--- src/rtl/ripple_carry_adder.sv ---
// N-bit ripple-carry adder: combinational {Cout, Sum} = A + B + Cin through a chain of full adders,
// plus a one-cycle registered copy of the result with a two's-complement overflow flag.
module ripple_carry_adder #(
    parameter int N = 8
) (
    input  logic         clk,
    input  logic         rst,
    input  logic [N-1:0] A,
    input  logic [N-1:0] B,
    input  logic         Cin,
    input  logic         in_valid,
    output logic [N-1:0] Sum,
    output logic         Cout,
    output logic [N-1:0] Sum_q,
    output logic         Cout_q,
    output logic         Ovf_q,
    output logic         out_valid
);

    // carry[i] is the carry into bit i; carry[N] is the carry out of the MSB.
    logic [N:0] carry;
    logic       ovf;

    assign carry[0] = Cin;

    genvar i;
    generate
        for (i = 0; i < N; i++) begin : g_stage
            assign Sum[i]       = A[i] ^ B[i] ^ carry[i];
            assign carry[i+1]   = (A[i] & B[i]) | (carry[i] & (A[i] ^ B[i]));
        end
    endgenerate

    assign Cout = carry[N];

    // Signed overflow: carry into and out of the sign bit disagree (for N = 1 this is Cout ^ Cin).
    assign ovf = carry[N] ^ carry[N-1];

    always_ff @(posedge clk or posedge rst) begin
        if (rst) begin
            Sum_q     <= '0;
            Cout_q    <= 1'b0;
            Ovf_q     <= 1'b0;
            out_valid <= 1'b0;
        end else begin
            out_valid <= in_valid;
            if (in_valid) begin
                Sum_q  <= Sum;
                Cout_q <= Cout;
                Ovf_q  <= ovf;
            end
        end
    end

endmodule

--- config.mk ---
export PLATFORM = sky130hd
export DESIGN_NAME = ripple_carry_adder
export DESIGN_NICKNAME = d
export VERILOG_FILES = /design/src/rtl/ripple_carry_adder.sv
export SDC_FILE = /design/constraint.sdc
export NUM_CORES = 1
export LEC_CHECK = 0
export CAP_MARGIN = 20
export CORE_AREA = 2 2 45 47
export CTS_BUF_LIST = sky130_fd_sc_hd__clkbuf_4
export DETAILED_ROUTE_END_ITERATION = 16
export DIE_AREA = 0 0 47 49
export PLACE_DENSITY = 0.79
export REMOVE_ABC_BUFFERS = 1
export SETUP_SLACK_MARGIN = 0.4
export SYNTH_ARGS = -nofsm -noshare
export SYNTH_HDL_FRONTEND = slang
export SYNTH_SLANG_ARGS = --single-unit
export TNS_END_PERCENT = 10
--- constraint.sdc ---
create_clock -name clk -period 4.84 [get_ports clk]
set_input_delay 0.726 -clock clk [delete_from_list [all_inputs] [get_ports clk]]
set_output_delay 0.726 -clock clk [all_outputs]
set_load 0.005 [all_outputs]
* Word level (Yosys, flattened, before mapping)
Index checks and enable logic that the tools add are counted.
Operators by class: bitwise logic cells 41
Operators with widths (count):
- bitwise XOR 1 bit | 17
- AND 1 bit | 16
- bitwise OR 1 bit | 8
Storage, ports and cells: flip-flop bits (word level) 11, output and inout port bits 20, word-level logic and storage cells 45

* Logic depth before layout (Yosys ltp)
word-level depth 18, gate-level depth with buffers 13

* Least setup slack after synthesis
OpenSTA, ideal clock, no wires.
kind input -> output, start point in A[0], end point out Sum[7], arrival time 3.834 ns, data required time 4.114 ns, slack 0.280 ns, stages on the path 12, buffers on the path 0, cells stage by stage fa_1 > inv_1 > fa_1 > inv_1 > fa_1 > fa_1 > fa_1 > fa_1 > fa_1 > inv_1 > fa_1 > inv_1
On the way: word-level cells in the longest chain between the ends 16, elaborated cells on any way between the ends 17
RTL lines:
- start: declaration | line 8 | input logic [N-1:0] A,
- bitwise XOR 1 bit | line 30 | assign carry[i+1] = (A[i] & B[i]) | (carry[i] & (A[i] ^ B[i]));
- AND 1 bit | line 30
- bitwise OR 1 bit * | line 30
- AND 1 bit * | line 30
- bitwise OR 1 bit * | line 30
- AND 1 bit * | line 30
- bitwise OR 1 bit * | line 30
- AND 1 bit * | line 30
- bitwise OR 1 bit * | line 30
- AND 1 bit * | line 30
- bitwise OR 1 bit * | line 30
- AND 1 bit * | line 30
- bitwise OR 1 bit * | line 30
- AND 1 bit * | line 30
- bitwise OR 1 bit * | line 30
- bitwise XOR 1 bit * | line 29 | assign Sum[i] = A[i] ^ B[i] ^ carry[i];
- end: declaration | line 12 | output logic [N-1:0] Sum,
Mark *: on every way between the ends. The rest lies on a longest branch, timed or not.

* Final worst setup path
start point in B[0], end point out Sum[6]
On the way: word-level cells in the longest chain between the ends 14, elaborated cells on any way between the ends 15
RTL lines:
- start: declaration | line 9 | input logic [N-1:0] B,
- bitwise XOR 1 bit | line 30
- AND 1 bit | line 30
- bitwise OR 1 bit * | line 30
- AND 1 bit * | line 30
- bitwise OR 1 bit * | line 30
- AND 1 bit * | line 30
- bitwise OR 1 bit * | line 30
- AND 1 bit * | line 30
- bitwise OR 1 bit * | line 30
- AND 1 bit * | line 30
- bitwise OR 1 bit * | line 30
- AND 1 bit * | line 30
- bitwise OR 1 bit * | line 30
- bitwise XOR 1 bit * | line 29
Marked as above.

==> flow_summary.ini <==
[synth]
synthCells = 42
synth_warnings = 0
syn_area_per_cell_sq_um = 15.40
ys_ff_latch = 11
ys_seq_area_share_pct = 42.55
syn-cell-area_sq_um = 646.9
synth_cell_types = 6

[detailed_routing]
num_vias = 484
via_per_inst = 4.102
dr.pass1.iters = 1
drc = 0
ant_nets = 0
drt_iter0_drc = 0
routed_wl_mm = 1.337
routedWlPerCell_microns = 11.33

[setup_path]
end_kind = primary output
crit_type = input port to primary output
reg2reg_depth = 1
r2r_slack_ns = 4.06
cpLargestDelayFamily = adder cells
cpMostUsedCell = fa_2
r2r-start = Sum_q[4]
critPathBufInv = 4
cpMaxStageDelayCell = fa_2
cp.arrival_ns = 3.88
cp_slowest_stage_delay_ns = 0.53
worstPathMaxFanout = 2
timing.rr.end = Sum_q[4]
start_kind = input port
cp_cell_sequence = buf_6 > fa_2 > inv_2 > fa_2 > inv_2 > fa_2 > fa_2 > fa_2 > fa_2 > fa_2 > clkdlybuf4s50_1
required_ns = 4.11

[worst_hold_path]
hp-start = Sum_q[6]
holdPathEnd = Sum_q[6]
holdCritPathClass = flip-flop to flip-flop
hold_depth = 1

[layout]
instances_no_fill = 118
fin_nets = 120
mostFrequentLayoutCells = 34 x clkdlybuf4s50_1, 11 x dfrtp_1, 10 x mux2_4, 8 x fa_2
antenna_cells = 0
fillers = 157
layout_commonest_cell = clkdlybuf4s50_1
area_growth_pct = 79.30
drive_gt1_share_pct = 40.66

[grt]
antenna_found_initial = 0
gr-total-overflow = 0
grt_pass1_vias = 518
grt_usage_pct = 13.51
grt_pass1_wl_mm = 2.152
grt_max_degree = 12

[floorplan]
io_pins = 40
core_sq_um = 1842
start_util_pct = 35.12
core.rowCount = 16
die_height_microns = 49
die_w_microns = 47
dieArea_sq_um = 2303

[clocking]
cts.sinks = 11
cts_tree = yes
htree_levels = 1
clk_path_buf_depth = 2
ctsRootBufferMaster = clkbuf_4
clk_latency_ns = 0.26
clk_pin_slew_ns = 0.07
cts_buffers = 3

[power]
p_total_mw = 0.3552
ir_drop_mv = 0.1444
powerDensity_nw_per_um2 = 306.3
leakage_nw = 0.5312

[timing]
fin_crit_ns = 4.601
drv_slew = 0
max_slew.worst_pin.slew_ns = 0.6765
finalCritPeriodShare_pct = 95.07
clock_skew_ns = 0
fmax_mhz = 217.3
rsz0062_at_grt = true
finalSetupViolCount = 0
hold_viol_final = 0
slew_headroom_pct = 54.76

[placement]
io_buffers = 39
placed_cells = 111
gp_congestion = 0.7390
post-dp-hpwl_mm = 1.078

[run]
maxCapViolCount = 0

[run_status]
status = completed
[logic make-up (layout without fill, tap and decap cells)]
family	after synthesis	after routing	synth area share, %
xor gates and xnor gates	1	1	1.354
adders and majority gates	8	8	24.76
muxes	10	10	23.21
buffers and inverters	12	61	8.124
DFF	11	11	42.55
[what timing repair did]
| item | 4_1_cts | 5_1_grt |
|---|---|---|
| hold endpoints to repair | 0 | 0 |
| pin swaps | 8 | 8 |
| gates resized for setup | 30 | 2 |
| buffers inserted | 3 | 0 |
| hold buffers | 0 | 0 |
| setup endpoints to repair | 4 | 3 |
[state kept, by name, indices dropped and copies added (netlist names)]
| signal | cells |
|---|---|
| Cout_q | 1 |
| Ovf_q | 1 |
| Sum_q | 8 |
| out_valid | 1 |
[Yosys cell counts, drive strengths merged]
cell type	number	area share (%)
inv	11	6.4
xnor2	1	1.4
mux2	10	23
fa	8	25
buf	1	1.7
dfrtp	11	43
[cell type report]
class | count | area [sq um] | share of cell area [%]
Timing Repair Buffer | 46 | 440.4 | 37.97
Inverter | 11 | 41.29 | 3.560
Clock buffer | 4 | 30.03 | 2.589
Tap cell | 27 | 33.78 | 2.913
Multi-Input combinational cell | 19 | 339.1 | 29.23
Sequential cell | 11 | 275.3 | 23.73
[power by group]
| part | total (mW) | switching [mW] | internal, mW |
|---|---|---|---|
| Combinational | 0.166 | 0.0470 | 0.119 |
| Clock | 0.0661 | 0.0287 | 0.0374 |
| Sequential | 0.123 | 0.0115 | 0.112 |
[per-layer routing]
layer  global-route usage [%]  part of all wire [%]
met2                    21.00                    51
met4                    9.722                   2.8
met3                    2.222                   6.6
met5                        0                     0
met1                    16.00                    39
[how the worst max path moves through the flow]
stage	cells past startpoint	end	start	slack (ns)
global route	14	Sum[7]	B[0]	0.17
floorplan	12	Sum[7]	A[0]	0.28
global placement	14	Sum[7]	A[0]	-0.76
detailed placement	14	Sum[7]	A[0]	-0.79
CTS	14	Sum[7]	A[0]	0.07
finish	11	Sum[6]	B[0]	0.24
[metrics by stage]
step | hold WS [ns] | TNS [ns] | cell area (sq um) | worst slack, ns | util [%]
floorplan | 0.5066 | 0 | 635.6 | 0.2797 | -
global placement | 0.4941 | -1.526 | 1090 | -0.7573 | 59.17
detailed placement | 0.4951 | -1.633 | 1090 | -0.7923 | 59.17
CTS | 0.5163 | 0 | 1147 | 0.06792 | 62.30
global route | 0.5363 | 0 | 1160 | 0.1689 | 62.98
finish | 0.5159 | 0 | 1160 | 0.2388 | 62.98
Note: power is estimated with default switching activity, not from simulation.
